--- src/rtl/child_dispatcher_if.sv ---
// Launch/join bus between the parent core, the dispatcher and the child fetch units.
interface child_dispatcher_if #(
  parameter int unsigned N_CHILD = 4,
  parameter int unsigned PC_W    = 32
);
  localparam int unsigned CORE_W = (N_CHILD > 1) ? $clog2(N_CHILD) : 1;

  logic                req_valid;
  logic                req_ready;
  logic [CORE_W-1:0]   req_core;
  logic [PC_W-1:0]     req_pc;
  logic [N_CHILD-1:0]  exec_requested;
  logic [PC_W-1:0]     requested_pc;
  logic [N_CHILD-1:0]  child_interlock;
  logic [N_CHILD-1:0]  child_done;
  logic [N_CHILD-1:0]  busy;
  logic                join_valid;
  logic [N_CHILD-1:0]  join_mask;
  logic                join_done;
  logic                err_spurious;

  // Parent core and children side
  modport master (
    output req_valid, req_core, req_pc, child_interlock, child_done, join_valid, join_mask,
    input  req_ready, exec_requested, requested_pc, busy, join_done, err_spurious
  );

  // Dispatcher side
  modport slave (
    input  req_valid, req_core, req_pc, child_interlock, child_done, join_valid, join_mask,
    output req_ready, exec_requested, requested_pc, busy, join_done, err_spurious
  );
endinterface

--- src/rtl/child_dispatcher.sv ---
// Parent-side launcher: one outstanding launch on a shared PC bus, per-child
// IDLE/LAUNCH/RUN tracking, and a registered join barrier.
module child_dispatcher #(
  parameter int unsigned N_CHILD = 4,
  parameter int unsigned PC_W    = 32
) (
  input  logic               clk,
  input  logic               rstn,
  child_dispatcher_if.slave  bus
);
  localparam int unsigned CORE_W = (N_CHILD > 1) ? $clog2(N_CHILD) : 1;
  localparam int unsigned IDX_N  = 1 << CORE_W;

  typedef enum logic [1:0] {
    ST_IDLE   = 2'd0,
    ST_LAUNCH = 2'd1,
    ST_RUN    = 2'd2
  } state_t;

  state_t              r_state [N_CHILD];
  logic [N_CHILD-1:0]  r_exec;
  logic [N_CHILD-1:0]  r_busy;
  logic [PC_W-1:0]     r_pc;
  logic                r_pending;
  logic                r_join_done;
  logic                r_err;

  logic [N_CHILD-1:0]  w_idle;
  logic [IDX_N-1:0]    w_idle_pad;
  logic [IDX_N-1:0]    w_mask_pad;
  logic [CORE_W-1:0]   w_core;
  logic                w_core_ok;
  logic                w_ready;
  logic                w_accept;
  logic                w_join;

  // Per-child idle flags for the readiness lookup
  always_comb begin
    w_idle = '0;
    for (int i = 0; i < N_CHILD; i++) begin
      w_idle[i] = (r_state[i] == ST_IDLE);
    end
  end

  // A single child has no index to decode
  assign w_core     = (N_CHILD == 1) ? '0 : bus.req_core;
  assign w_core_ok  = (N_CHILD == 1) || ({1'b0, w_core} < (CORE_W+1)'(N_CHILD));
  assign w_idle_pad = IDX_N'(w_idle);
  assign w_mask_pad = IDX_N'(bus.join_mask);

  assign w_ready  = ~r_pending & w_core_ok & w_idle_pad[w_core];
  assign w_accept = bus.req_valid & w_ready;

  // Barrier is clear when no masked child is busy, pending, or being launched right now
  assign w_join = bus.join_valid
                & ~|(r_busy & bus.join_mask)
                & ~|(r_exec & bus.join_mask)
                & ~(w_accept & w_mask_pad[w_core]);

  // Launch bus, per-child state machines, barrier and error flag
  always_ff @(posedge clk or negedge rstn) begin
    if (!rstn) begin
      for (int i = 0; i < N_CHILD; i++) begin
        r_state[i] <= ST_IDLE;
      end
      r_exec      <= '0;
      r_busy      <= '0;
      r_pc        <= '0;
      r_pending   <= 1'b0;
      r_join_done <= 1'b0;
      r_err       <= 1'b0;
    end else begin
      if (w_accept) begin
        r_pc      <= bus.req_pc;
        r_pending <= 1'b1;
      end
      for (int i = 0; i < N_CHILD; i++) begin
        case (r_state[i])
          ST_IDLE: begin
            if (w_accept && (w_core == CORE_W'(i))) begin
              r_state[i] <= ST_LAUNCH;
              r_exec[i]  <= 1'b1;
              r_busy[i]  <= 1'b1;
            end
            if (bus.child_done[i]) begin
              r_err <= 1'b1;
            end
          end
          ST_LAUNCH: begin
            // Child latches requested_pc on this edge; the bus is free next cycle
            if (r_exec[i] && bus.child_interlock[i]) begin
              r_state[i] <= ST_RUN;
              r_exec[i]  <= 1'b0;
              r_pending  <= 1'b0;
            end
            if (bus.child_done[i]) begin
              r_err <= 1'b1;
            end
          end
          ST_RUN: begin
            if (bus.child_done[i]) begin
              r_state[i] <= ST_IDLE;
              r_busy[i]  <= 1'b0;
            end
          end
          default: begin
            r_state[i] <= ST_IDLE;
            r_exec[i]  <= 1'b0;
            r_busy[i]  <= 1'b0;
          end
        endcase
      end
      r_join_done <= w_join;
    end
  end

  assign bus.req_ready      = w_ready;
  assign bus.exec_requested = r_exec;
  assign bus.requested_pc   = r_pc;
  assign bus.busy           = r_busy;
  assign bus.join_done      = r_join_done;
  assign bus.err_spurious   = r_err;
endmodule

--- src/flat_wrapper.sv ---
// flat-port wrapper written by rule: the top's interface ports become plain ports
module child_dispatcher_flat 
#(
  parameter int unsigned N_CHILD = 4,
  parameter int unsigned PC_W    = 32
)
  (clk, rstn, bus_req_valid, bus_req_core, bus_req_pc, bus_child_interlock, bus_child_done, bus_join_valid, bus_join_mask, bus_req_ready, bus_exec_requested, bus_requested_pc, bus_busy, bus_join_done, bus_err_spurious);
  child_dispatcher_if #(.N_CHILD(N_CHILD), .PC_W(PC_W)) bus_i ();
  input  logic clk;
  input  logic rstn;
  input wire logic [$bits(bus_i.req_valid)-1:0] bus_req_valid;
  input wire logic [$bits(bus_i.req_core)-1:0] bus_req_core;
  input wire logic [$bits(bus_i.req_pc)-1:0] bus_req_pc;
  input wire logic [$bits(bus_i.child_interlock)-1:0] bus_child_interlock;
  input wire logic [$bits(bus_i.child_done)-1:0] bus_child_done;
  input wire logic [$bits(bus_i.join_valid)-1:0] bus_join_valid;
  input wire logic [$bits(bus_i.join_mask)-1:0] bus_join_mask;
  output wire logic [$bits(bus_i.req_ready)-1:0] bus_req_ready;
  output wire logic [$bits(bus_i.exec_requested)-1:0] bus_exec_requested;
  output wire logic [$bits(bus_i.requested_pc)-1:0] bus_requested_pc;
  output wire logic [$bits(bus_i.busy)-1:0] bus_busy;
  output wire logic [$bits(bus_i.join_done)-1:0] bus_join_done;
  output wire logic [$bits(bus_i.err_spurious)-1:0] bus_err_spurious;
  assign bus_i.req_valid = bus_req_valid;
  assign bus_i.req_core = bus_req_core;
  assign bus_i.req_pc = bus_req_pc;
  assign bus_i.child_interlock = bus_child_interlock;
  assign bus_i.child_done = bus_child_done;
  assign bus_i.join_valid = bus_join_valid;
  assign bus_i.join_mask = bus_join_mask;
  assign bus_req_ready = bus_i.req_ready;
  assign bus_exec_requested = bus_i.exec_requested;
  assign bus_requested_pc = bus_i.requested_pc;
  assign bus_busy = bus_i.busy;
  assign bus_join_done = bus_i.join_done;
  assign bus_err_spurious = bus_i.err_spurious;
  child_dispatcher #(.N_CHILD(N_CHILD), .PC_W(PC_W)) u_core (.clk(clk), .rstn(rstn), .bus(bus_i));
endmodule
--- config.mk ---
export PLATFORM = sky130hd
export DESIGN_NAME = child_dispatcher_flat
export DESIGN_NICKNAME = d
export VERILOG_FILES = /design/src/rtl/child_dispatcher_if.sv /design/src/rtl/child_dispatcher.sv /design/src/flat_wrapper.sv
export SDC_FILE = /design/constraint.sdc
export NUM_CORES = 1
export LEC_CHECK = 0
export ABC_AREA = 1
export CELL_PAD_IN_SITES_DETAIL_PLACEMENT = 0
export CELL_PAD_IN_SITES_GLOBAL_PLACEMENT = 1
export CORE_AREA = 3 3 66 129
export DETAILED_ROUTE_END_ITERATION = 8
export DIE_AREA = 0 0 69 132
export GPL_ROUTABILITY_DRIVEN = 0
export HOLD_SLACK_MARGIN = 0.08
export PLACE_DENSITY_LB_ADDON = 0.25
export SETUP_SLACK_MARGIN = 0.4
export SLEW_MARGIN = 25
export SYNTH_ARGS = -nofsm -noshare
export SYNTH_HDL_FRONTEND = slang
export SYNTH_SLANG_ARGS = --single-unit
--- constraint.sdc ---
create_clock -name clk -period 1.7 [get_ports clk]
set_clock_uncertainty 0.2 [all_clocks]
set_input_delay 0.34 -clock clk [delete_from_list [all_inputs] [get_ports clk]]
set_output_delay 0.34 -clock clk [all_outputs]
set_load 0.03 [all_outputs]
==> flow_metrics.env <==
export IMPL_slew_violations=0
export IMPL_ys_seq_area_frac=0.570
export IMPL_io_buffers=92
export IMPL_max_slew_margin=0.815
export IMPL_critPathKind="flop to primary output"
export IMPL_die_x_um=69
export IMPL_antenna_found_initial=0
export IMPL_clk_latency_ns=0.29
export IMPL_first_pass_iters=4
export IMPL_fp_coreArea_mm2=0.00766
export IMPL_synthTopCellsByArea="dfrtp_1 57%, nand2_1 24%, inv_1 4.0%, nor2_1 3.0%, o21ai_0 2.9%"
export IMPL_holdPathStages=2
export IMPL_netlist_instances=279
export IMPL_cp_required_ns=1.16
export IMPL_io_pins=93
export IMPL_diodes=0
export IMPL_period_share=1.11
export IMPL_post_dp_cell_area_mm2=0.00350
export IMPL_fin_cells=539
export IMPL_first_iter_violations=101
export IMPL_fill_cells=700
export IMPL_fin_util=0.594
export IMPL_critPathArrivalTime_ns=1.35
export IMPL_route_detailed_drc=0
export IMPL_setup_violations=47
export IMPL_clkTransAtPathRegs_ns=0.07
export IMPL_seq_area_mm2=0.00128
export IMPL_track_usage=0.170
export IMPL_routedWlPerCell_um=14.2
export IMPL_hold_end="u_core.bus.requested_pc[29]$_DFFE_PN0P_"
export IMPL_r2r_slack_ns=-0.15
export IMPL_post_dp_hpwl_mm=5.01
export IMPL_grt_pass1_wl_mm=12.1
export IMPL_overflow=0
export IMPL_start_kind="flop"
export IMPL_initial_utilization=0.292
export IMPL_finalWorstSetupSlack_ns=-0.194
export IMPL_multiInputGateArea_mm2=0.00108
export IMPL_setup_tns_ns=-5.15
export IMPL_final_layout_size_suffix_gt1_frac=0.431
export IMPL_rsz0062_at_grt="yes"
export IMPL_dominantRegCellSynth="dfrtp_1"
export IMPL_synth_top_family_by_area="simple AND/OR/NAND/NOR gates"
export IMPL_synth_compound_area_frac=0.0520
export IMPL_cts_buffers=5
export IMPL_p_leak_uw=0.00239
export IMPL_grt_max_degree=52
export IMPL_syn_nets=329
export IMPL_synth_simple_area_share=0.310
export IMPL_synth_mux_area_frac=0
export IMPL_drt_total_wl_mm=7.67
export IMPL_status="finished, violations left"
export IMPL_cts_root_buf="clkbuf_16"
export IMPL_synth_commonest_cells="142 x nand2_1, 51 x dfrtp_1, 24 x inv_1"
export IMPL_dieArea_mm2=0.00911
export IMPL_fmax_ghz=0.528
export IMPL_async_flop_share=1.00
export IMPL_antenna_left=0
export IMPL_drv_cap=0
export IMPL_holdCritPathClass="flop to flop"
export IMPL_yosysMostFrequentCell="nand2_1"
export IMPL_hold_start="u_core.bus.requested_pc[29]$_DFFE_PN0P_"
export IMPL_die_h_um=132
export IMPL_r2r_cells=13
export IMPL_hold_viol=0
export IMPL_worst_pin_slew_ns=0.277
export IMPL_synthXorXnorAreaFrac=0
export IMPL_cp_max_fo=2
export IMPL_cts_sinks=51
export IMPL_synth_seq_cells=51
export IMPL_violations="negative setup slack"
export IMPL_vias=2390
export IMPL_synthDistinctLibCells=20
export IMPL_crit_path_end_kind="primary output"
export IMPL_clk_path_buf_depth=2
export IMPL_syn_area_mm2=0.00224
export IMPL_r2r_end="u_core.bus.requested_pc[16]$_DFFE_PN0P_"
export IMPL_nets=494
export IMPL_min_period_ns=1.89
export IMPL_grt_pass1_vias=2403
export IMPL_synth_edf_count=0
export IMPL_max_vdd_ir_drop_mv=0.523
export IMPL_design_area_mm2=0.00455
export IMPL_vias_per_cell=4.43
export IMPL_ys_warn_count=0
export IMPL_synth_top_area_cell="dfrtp_1"
export IMPL_powerDensity_mw_per_mm2=580
export IMPL_synthDominantCellAreaShare=0.570
export IMPL_area_delta_synth_final_pct=103
export IMPL_synth_adder_area_share=0
export IMPL_placed_cells=479
export IMPL_cts_tree="done"
export IMPL_h_tree_depth=2
export IMPL_r2r_start="u_core.r_state[7]$_DFFE_PN0P_"
export IMPL_fp_row_count=45
export IMPL_syn_avg_cell_area_um2=8.03
[critical path: stages (launching register included)]
cell     delay [ns]
dfrtp_1        0.41
nor2_4         0.16
nor2_4         0.06
nor4_4         0.27
buf_6          0.17
[state kept, by name, indices dropped and copies added (netlist names)]
signal and count:
u_core.bus.err_spurious 1, u_core.bus.join_done 1, u_core.bus.requested_pc 32, u_core.bus.exec_requested 4, u_core.r_pending 1, u_core.bus.busy 4, u_core.r_state 8
[how the worst max path moves through the flow]
stage / from / to / slack, ns / cells past startpoint
after floorplan: u_core.r_state[1]$_DFFE_PN0P_ / bus_req_ready / 0.07 / 3
after global placement: bus_req_core[0] / u_core.bus.requested_pc[27]$_DFFE_PN0P_ / -0.43 / 9
after detailed placement: bus_req_core[0] / u_core.bus.requested_pc[6]$_DFFE_PN0P_ / -0.49 / 10
after CTS: u_core.r_state[1]$_DFFE_PN0P_ / bus_req_ready / -0.20 / 4
after global routing: u_core.r_state[1]$_DFFE_PN0P_ / bus_req_ready / -0.25 / 4
final: u_core.r_state[4]$_DFFE_PN0P_ / bus_req_ready / -0.19 / 4
[cell usage in the layout (no fill, tap or decap), types with 3 or more instances in the layout]
master / instances
nand2_1: 103
o21ai_0: 6
o21ai_2: 6
buf_6: 45
buf_16: 5
nand2_2: 31
a21oi_1: 4
nor2_4: 7
nor2_2: 3
clkdlybuf4s50_1: 45
buf_4: 51
nand2_4: 7
nor2_1: 10
clkbuf_16: 5
inv_1: 22
inv_2: 4
buf_12: 13
nand4_1: 4
dfrtp_1: 49
[kinds of logic (layout without fill, tap and decap cells)]
kind of cell	count (synthesis)	in the layout
AO/OA/AOI/OAI	22	22
flip-flops	51	51
AND/OR/NAND/NOR	173	173
buffers and inverters	33	199
[metal layers]
layer | part of all wire | GRT usage | vias up | wire (µm)
li1 | - | - | 1184 | -
met1 | 0.33 | 0.169 | 1117 | 2530
met2 | 0.59 | 0.323 | 74 | 4550
met3 | 0.045 | 0.0389 | 15 | 342
met4 | 0.033 | 0.0783 | 0 | 251
met5 | 0 | 0 | - | 0
[repair_timing]
| item | 4_1_cts | 5_1_grt |
|---|---|---|
| gates cloned | 6 | 0 |
| hold endpoints to repair | 51 | 0 |
| hold buffers | 1 | 0 |
| buffers inserted | 24 | 21 |
| pin swaps | 16 | 14 |
| resized for setup | 327 | 34 |
| endpoints found under the setup margin | 90 | 92 |
[final cells by class]
cell class                 instances  share of cell area
inverter                          27              0.0250
clock inverter                     2             0.00771
timing repair buffer             164               0.392
sequential                        51               0.281
clock buffer                       6              0.0305
multi-input combinational        195               0.238
tap                               94              0.0259
[stage by stage]
stage	setup slack [ns]	hold WS, ns	total power (µW)
6_report	-0.194	0.293	2640
5_1_grt	-0.250	0.324	2750
4_1_cts	-0.197	0.308	2670
3_5_place_dp	-0.486	0.155	1470
3_3_place_gp	-0.434	0.153	1470
2_1_floorplan	0.0674	-0.156	1280
[report_power, final]
part / leakage (µW) / internal (µW) / switching, µW / total (µW)
registers: 0.000681 / 1220 / 4.69 / 1220
logic: 0.00163 / 142 / 102 / 244
clock network: 0.0000868 / 732 / 438 / 1170
total: 0.00239 / 2090 / 544 / 2640
Note: power is estimated with default switching activity, not from simulation.
